File: src/rtl/uart_tx_driver.sv
// uart_tx_driver: UART frame serializer; in_valid/in_ready/in_bits byte in, registered txd out, busy while framing, frame_count of completed frames
module uart_tx_driver #(
  parameter int CLKS_PER_BIT = 16,
  parameter int DATA_BITS    = 8,
  parameter int PARITY_EN    = 0,
  parameter int PARITY_ODD   = 0,
  parameter int STOP_BITS    = 1
) (
  input  logic        clock,
  input  logic        reset,
  input  logic        in_valid,
  output logic        in_ready,
  input  logic [7:0]  in_bits,
  output logic        txd,
  output logic        busy,
  output logic [15:0] frame_count
);
  typedef enum logic [2:0] {IDLE, START, DATA, PARITY, STOP} state_t;
  localparam logic [15:0] LAST      = 16'(CLKS_PER_BIT - 1);
  localparam logic [2:0]  LAST_BIT  = 3'(DATA_BITS - 1);
  localparam logic [2:0]  LAST_STOP = 3'(STOP_BITS - 1);
  localparam logic [7:0]  MASK      = 8'((1 << DATA_BITS) - 1);
  state_t state_q, state_d;
  logic [15:0] cyc_q, cyc_d, frame_count_q, frame_count_d;
  logic [2:0] bit_q, bit_d;
  logic [7:0] shift_q, shift_d;
  logic par_q, par_d, txd_q, txd_d, rdy_q, rdy_d, tick;
  assign tick = cyc_q == LAST;
  always_comb begin
    state_d = state_q;
    cyc_d = tick ? '0 : cyc_q + 16'd1;
    bit_d = bit_q;
    shift_d = shift_q;
    par_d = par_q;
    txd_d = txd_q;
    rdy_d = 1'b0;
    frame_count_d = frame_count_q;
    case (state_q)
      IDLE: begin
        cyc_d = '0;
        txd_d = 1'b1;
        rdy_d = 1'b1;
        if (in_valid && rdy_q) begin
          shift_d = in_bits;
          par_d = ^(in_bits & MASK) ^ 1'(PARITY_ODD);
          state_d = START;
          txd_d = 1'b0;
          rdy_d = 1'b0;
        end
      end
      START: if (tick) begin
        state_d = DATA;
        bit_d = '0;
        txd_d = shift_q[0];
      end
      DATA: if (tick) begin
        shift_d = shift_q >> 1;
        bit_d = bit_q + 3'd1;
        txd_d = shift_q[1];
        if (bit_q == LAST_BIT) begin
          bit_d = '0;
          state_d = (PARITY_EN != 0) ? PARITY : STOP;
          txd_d = (PARITY_EN != 0) ? par_q : 1'b1;
        end
      end
      PARITY: if (tick) begin
        state_d = STOP;
        txd_d = 1'b1;
      end
      STOP: if (tick) begin
        bit_d = bit_q + 3'd1;
        if (bit_q == LAST_STOP) begin
          bit_d = '0;
          state_d = IDLE;
          rdy_d = 1'b1;
          frame_count_d = frame_count_q + 16'd1;
        end
      end
      default: state_d = IDLE;
    endcase
  end
  always_ff @(posedge clock) begin
    if (reset) begin
      state_q <= IDLE;
      cyc_q <= '0;
      bit_q <= '0;
      shift_q <= '0;
      par_q <= 1'b0;
      txd_q <= 1'b1;
      rdy_q <= 1'b0;
      frame_count_q <= '0;
    end else begin
      state_q <= state_d;
      cyc_q <= cyc_d;
      bit_q <= bit_d;
      shift_q <= shift_d;
      par_q <= par_d;
      txd_q <= txd_d;
      rdy_q <= rdy_d;
      frame_count_q <= frame_count_d;
    end
  end
  assign in_ready = rdy_q;
  assign txd = txd_q;
  assign busy = state_q != IDLE;
  assign frame_count = frame_count_q;
endmodule

File: config.mk
export PLATFORM = sky130hd
export DESIGN_NAME = uart_tx_driver
export DESIGN_NICKNAME = d
export VERILOG_FILES = /design/src/rtl/uart_tx_driver.sv
export SDC_FILE = /design/constraint.sdc
export NUM_CORES = 1
export LEC_CHECK = 0
export ABC_CLOCK_PERIOD_IN_PS = 2290
export CORE_MARGIN = 2
export CORE_UTILIZATION = 45
export CTS_CLUSTER_DIAMETER = 100
export DETAILED_ROUTE_END_ITERATION = 10
export DONT_BUFFER_PORTS = 1
export GPL_TIMING_DRIVEN = 1
export PLACE_DENSITY = 0.67
export SLEW_MARGIN = 20
export SYNTH_ARGS = -nofsm -noshare
export SYNTH_HDL_FRONTEND = slang
export SYNTH_SLANG_ARGS = --single-unit
File: constraint.sdc
create_clock -name clock -period 2.29 [get_ports clock]
set_clock_uncertainty 0.15 [all_clocks]
set_input_delay 0.1145 -clock clock [delete_from_list [all_inputs] [get_ports clock]]
set_output_delay 0.1145 -clock clock [all_outputs]
set_load 0.01 [all_outputs]
==> key figures, run 1 <==
CTS
  • CTS tree: built
  • Post-CTS setup buffers: 0
  • Clk buf depth: 2
  • CTS root buffer: clkbuf_8
  • Worst-path clk slew: 0.09 ns
  • H-Tree Depth: 2
  • CTS buffer count: 5
  • Clk sinks: 48
  • Clk_lat worst skew: 0.30 ns

Setup path
  • R2R Path Start: cyc_q[0]
  • CP arrival: 2.09 ns
  • Critical-path maximum fanout: 15
  • Critical path type: reg2reg
  • R2R Setup Slk: 0.25 ns
  • Setup crit end kind: flop
  • Worst R2R End: shift_q[7]
  • Critical path launch point type: flop
  • Reg2reg path depth: 7
  • Critical Path RT: 2.34 ns
  • Critical Path Source: cyc_q[0]
  • End of the critical path: shift_q[7]

Power and ir drop
  • Leakage: 0.871 nW
  • Total power: 0.00149 W
  • Worst IR Drop VDD: 310 µV
  • Power density cells: 566 mW/mm²

Routing
  • Initial drt markers: 52
  • Routed length on met1: 2080 µm
  • Via density: 5.22
  • Post-Route WL: 4460 µm
  • ANT nets after route: 0
  • Met3 wire len: 212 µm
  • DRC: 0
  • Max Used Layer: met4
  • DR vias: 1801
  • WL/cell: 12.9 µm
  • 1st-pass router iterations: 4
  • Met2 wire len: 2120 µm

Timing
  • RSZ-0062 raised after global routing: false
  • WHS: 0.321 ns
  • Setup tns final: 0 ns
  • Hold Fails Final Rpt: 0
  • Max Slew Vio Count: 0
  • Fmax: 0.491 GHz
  • Final Setup Violations: 0
  • Period utilisation layout: 89.0%
  • Min Tclk post-route: 2.04 ns
  • Final worst setup slack: 0.251 ns
  • Worst-Margin Slew: 0.533 ns
  • Max-slew headroom: 64.4%

Placed design
  • IO Port Bufs: 0
  • Dpl cell area: 0.00242 mm²
  • GP Congestion: 0.759
  • DP Worst Slack: 0.207 ns
  • Post-DP HPWL: 3000 µm

Layout
  • Share of layout cells above drive strength 1: 8.36%
  • Post-route cell area: 0.00264 mm²
  • P&R area growth vs syn: 12.2%
  • Commonest non-fill, non-tap cells in the layout: dfxtp_1 (48), nor2_1 (45), xnor2_1 (19), nand2_1 (14), nor3_1 (12)
  • Antenna cells: 0
  • Most common cell after layout, fill and taps aside: dfxtp_1
  • Fin nets: 290

Synth
  • Syn avg cell area: 8.91 µm²
  • Synth Flop Type: dfxtp_1
  • Cell variety after synth: 40
  • FF+latch count, synth: 48
  • Post-synthesis sequential area ratio: 40.8%
  • Synth async-reset ratio: 0%
  • Post-synth EDFFs: 0
  • Mapped cell area: 0.00235 mm²
  • Post-Synthesis Cells: 264
  • Synth Net Count: 280
  • Ys Warns: 0

Floorplanning
  • # rows: 26
  • Io pins: 30
  • Die X: 76.3 µm
  • Core Area: 0.00507 mm²
  • Overall die area: 0.00582 mm²
  • Die Y: 76.3 µm
  • Initial Utilization: 46.4%

GRT
  • Initial antenna violation count: 0
  • Total global-route track usage: 17.0%
  • Remaining global-route overflow: 0
  • Largest net degree at the start of global routing: 35
  • First-pass GRT wire length: 8090 µm
  • Number of global-route vias before repair: 1772

Status
  • Status: completed

Worst hold path
  • HP Class: reg2reg

Run
  • Maximum capacitance violations: 0
==> critical path, stage by stage (launching register included) <==
cell       delay [ns]
dfxtp_1          0.37
ha_1             0.21
and3_2           0.25
nand4_4          0.10
a2111oi_4        0.38
buf_6            0.22
mux2i_1          0.20
nor2_1           0.05
==> registers in the layout, summed over array words and instances, names as in the netlist <==
| name | flops |
|---|---|
| cyc_q | 16 |
| in_ready | 1 |
| bit_q | 3 |
| state_q | 3 |
| shift_q | 8 |
| txd | 1 |
| frame_count | 16 |
==> stage by stage <==
step,cells,utilization (%)
CTS,345,51.9
finish,345,52.0
detailed placement,326,47.7
floorplan,264,-
global placement,326,47.7
global route,345,52.0
==> worst min path at each step <==
| stage | start | endpoint | slack (ns) | cells after the start |
|---|---|---|---|---|
| floorplan | in_bits[0] | shift_q[0] | 0.20 | 2 |
| global placement | reset | shift_q[6] | 0.03 | 1 |
| detailed placement | reset | shift_q[5] | 0.04 | 1 |
| CTS | cyc_q[0] | cyc_q[0] | 0.32 | 1 |
| global route | cyc_q[0] | cyc_q[0] | 0.34 | 1 |
| finish | cyc_q[0] | cyc_q[0] | 0.32 | 1 |
==> layout make-up <==
type                            instances  area [µm²]
Inverter                               11        41.3
Fill cell                             495        2430
Multi-Input combinational cell        192        1290
Sequential cell                        48         961
Clock buffer                            7        86.3
Clock inverter                          1        7.51
Timing Repair Buffer                   16         161
Tap cell                               70        87.6
==> power breakdown <==
part	switching [W]	internal (W)	leakage [nW]
clock network	0.000282	0.000246	0.0445
registers	0.0000135	0.000851	0.388
logic	0.0000540	0.0000474	0.438
total	0.000350	0.00114	0.871
==> layer usage <==
layer	global-route usage, %	vias up
met5	0	-
met4	5.45	0
met3	4.98	6
met2	28.8	31
met1	20.7	829
li1	-	935
==> cells in the mapped netlist (7+ instances only) <==
cell type	number	area share, %
nor2_1	45	7.2
xor2_1	10	3.7
xnor2_1	19	7.1
mux2i_1	9	3.8
nor3_1	12	2.6
clkbuf_1	8	1.3
dfxtp_1	48	41
nand3_1	10	2.1
o21ai_0	7	1.5
nand2_1	14	2.2
inv_1	11	1.8
==> cell families (layout without fill, tap and decap cells) <==
group	count (synthesis)	count (layout)	share of synthesized area, %
fa+ha+maj	5	5	2.66
buf+inv	24	35	4.20
flops	48	48	40.8
compound gates	30	30	9.78
simple gates	119	119	27.9
mux	9	9	3.83
xor+xnor	29	29	10.8
==> timing repair <==
item | in CTS | in global routing
endpoints found under the hold margin | 33 | 0
gates resized for setup | 0 | 2
endpoints found under the setup margin | 0 | 3
hold buffers | 11 | 0
Note: power is estimated with default switching activity, not from simulation.
==> run 2: changes to the inputs <==
--- a/config.mk
+++ b/config.mk
@@ -13,6 +13,7 @@
 export DONT_BUFFER_PORTS = 1
 export GPL_TIMING_DRIVEN = 1
 export PLACE_DENSITY = 0.67
+export REMOVE_ABC_BUFFERS = 1
 export SLEW_MARGIN = 20
 export SYNTH_ARGS = -nofsm -noshare
 export SYNTH_HDL_FRONTEND = slang
==> key figures, run 2 (synthesis gave the netlist of run 1 again) <==
Status
  • Status: completed (unchanged)

Routing
  • Via density: 5.23 (was 5.22)
  • DR vias: 1815 (was 1801)
  • Post-Route WL: 4380 µm (was 4460 µm)
  • ANT nets after route: 0 (unchanged)
  • DRC: 0 (unchanged)
  • Initial drt markers: 73 (was 52)
  • 1st-pass router iterations: 4 (unchanged)
  • WL/cell: 12.6 µm (was 12.9 µm)

Timing
  • WHS: 0.319 ns (was 0.321 ns)
  • Worst-Margin Slew: 0.456 ns (was 0.533 ns)
  • Hold Fails Final Rpt: 0 (unchanged)
  • Period utilisation layout: 90.0% (was 89.0%)
  • Setup tns final: 0 ns (unchanged)
  • RSZ-0062 raised after global routing: false (unchanged)
  • Min Tclk post-route: 2.06 ns (was 2.04 ns)
  • Max-slew headroom: 69.3% (was 64.4%)
  • Final Setup Violations: 0 (unchanged)
  • Fmax: 0.485 GHz (was 0.491 GHz)
  • Max Slew Vio Count: 0 (unchanged)
  • Final worst setup slack: 0.228 ns (was 0.251 ns)

Setup path
  • Max incr delay on CP: 0.38 ns (about the same)
  • Critical path type: reg2reg (unchanged)
  • Critical path launch point type: flop (unchanged)
  • Worst R2R End: shift_q[7] (unchanged)
  • CP top delay family: simple AND/OR/NAND/NOR gates (unchanged)
  • R2R Path Start: cyc_q[0] (unchanged)
  • CP Cell Sequence: ha_1 -> and3_2 -> nand4_4 -> a2111oi_4 -> buf_6 -> mux2i_1 -> nor2_1 (unchanged)
  • Critical-path maximum fanout: 15 (unchanged)
  • Critical Path RT: 2.33 ns (was 2.34 ns)
  • Slowest cell on the critical path: dfxtp_1 (was a2111oi_4)
  • R2R Setup Slk: 0.23 ns (was 0.25 ns)
  • CP arrival: 2.10 ns (was 2.09 ns)
  • Setup crit end kind: flop (unchanged)
  • Reg2reg path depth: 7 (unchanged)
  • CP bufs+invs: 1 (unchanged)

Floorplanning
  • Die X: 76.3 µm (unchanged)
  • Die Y: 76.3 µm (unchanged)
  • Io pins: 30 (unchanged)
  • Overall die area: 0.00582 mm² (unchanged)
  • Initial Utilization: 46.4% (unchanged)
  • Core Area: 0.00507 mm² (unchanged)
  • # rows: 26 (unchanged)

Placed design
  • DP Worst Slack: 0.175 ns (was 0.207 ns)
  • IO Port Bufs: 0 (unchanged)
  • GP Congestion: 0.772 (was 0.759)
  • Post-DP HPWL: 3090 µm (was 3000 µm)
  • DP Cell Count: 328 (was 326)

Worst hold path
  • HP Class: reg2reg (unchanged)
  • Hold Path Origin: cyc_q[0] (unchanged)
  • Hold Path End: cyc_q[0] (unchanged)
  • Hold depth: 1 (unchanged)

Layout
  • Most common cell after layout, fill and taps aside: dfxtp_1 (unchanged)
  • Layout fillers: 514 (was 495)
  • P&R area growth vs syn: 14.2% (was 12.2%)
  • Finished Layout Cells: 347 (was 345)
  • Commonest non-fill, non-tap cells in the layout: dfxtp_1 (48), nor2_1 (45), xnor2_1 (19), nand2_1 (14), nor3_1 (12) (unchanged)
  • Share of layout cells above drive strength 1: 9.39% (was 8.36%)
  • Fin nets: 292 (was 290)
  • Antenna cells: 0 (unchanged)

CTS
  • Clk sinks: 48 (unchanged)
  • H-Tree Depth: 2 (unchanged)
  • CTS root buffer: clkbuf_8 (unchanged)
  • Worst-path clk slew: 0.09 ns (about the same)
  • CTS buffer count: 5 (unchanged)
  • Clk buf depth: 2 (unchanged)
  • CTS tree: built (unchanged)
  • Clk_lat worst skew: 0.30 ns (about the same)

Power and ir drop
  • Combinational Power Share: 6.2% (was 6.8%)
  • Flop pwr share: 52.9% (was 57.9%)
  • Total internal power: 0.00128 W (was 0.00114 W)
  • Sw Ratio: 21.3% (was 23.4%)
  • Clk pwr share: 40.9% (was 35.3%)
  • Power density cells: 607 mW/mm² (was 566 mW/mm²)
  • Switching Power: 0.000347 W (was 0.000350 W)
  • Leakage: 0.901 nW (was 0.871 nW)
  • Worst IR Drop VDD: 330 µV (was 310 µV)

GRT
  • Remaining global-route overflow: 0 (unchanged)
  • Largest net degree at the start of global routing: 35 (unchanged)
  • Initial antenna violation count: 0 (unchanged)
  • First-pass GRT wire length: 7860 µm (was 8090 µm)
  • Number of global-route vias before repair: 1774 (was 1772)
  • Total global-route track usage: 16.2% (was 17.0%)

Run
  • Maximum capacitance violations: 0 (unchanged)
## run 2: worst max-delay path by stage
stage	start	endpoint	slack (ns)	cells after the start
5_1_grt	bit_q[0]	frame_count[14]	0.005	7
3_3_place_gp	cyc_q[0]	shift_q[7]	0.23	7
3_5_place_dp	cyc_q[0]	shift_q[1]	0.17	7
4_1_cts	cyc_q[0]	shift_q[1]	0.14	7
2_1_floorplan	cyc_q[0]	shift_q[7]	-0.12	6
6_report	cyc_q[0]	shift_q[7]	0.23	7
## run 2: stage by stage
step | total power [W] | instance area [µm²] | utilization [%]
after detailed placement | 0.000957 | 2440 | 48.0
after CTS | 0.00165 | 2680 | 52.9
after global placement | 0.000955 | 2440 | 48.0
after floorplan | 0.000938 | 2300 | -
final | 0.00163 | 2690 | 53.0
after global routing | 0.00170 | 2690 | 53.0
## run 2: area by class of cell
class | count | area [µm²] | share of cell area (%)
multi-input combinational | 192 | 1290 | 48.2
clock buffer | 7 | 96.3 | 3.58
tap | 70 | 87.6 | 3.26
clock inverter | 1 | 30.0 | 1.12
inverter | 11 | 41.3 | 1.54
timing repair buffer | 18 | 176 | 6.56
sequential | 48 | 961 | 35.8
## run 2: per-layer routing
metal | share of wire (%) | GRT usage (%) | routed length, µm | vias to the layer above
met5 | 0 | 0 | 0 | -
met4 | 1.4 | 4.91 | 62 | 0
met3 | 4.8 | 4.98 | 210 | 8
met2 | 46 | 26.9 | 2010 | 23
met1 | 48 | 20.1 | 2100 | 841
li1 | - | - | - | 943
## run 2: worst reg2reg max path: cells and delay by family, from the launching register on
family          cells  cell delay [ns]
simple gates        3             0.42
flops               1             0.38
compound gates      1             0.38
fa+ha+maj           1             0.22
buf+inv             1             0.21
mux                 1             0.20
## run 2: repair_timing
item                                    in CTS  in global routing
endpoints found under the setup margin       0                  1
hold endpoints to repair                    33                  0
gates resized for setup                      0                  2
hold buffers                                11                  0
buffers inserted                             0                  0
## run 2: power groups by stage
stage | combinational [W] | sequential, W | clock (W)
after floorplan | 0.0000530 | 0.000885 | 0
after global placement | 0.0000716 | 0.000884 | 0
after detailed placement | 0.0000734 | 0.000884 | 0
after CTS | 0.000101 | 0.000864 | 0.000685
after global routing | 0.000113 | 0.000867 | 0.000721
final | 0.000101 | 0.000864 | 0.000667
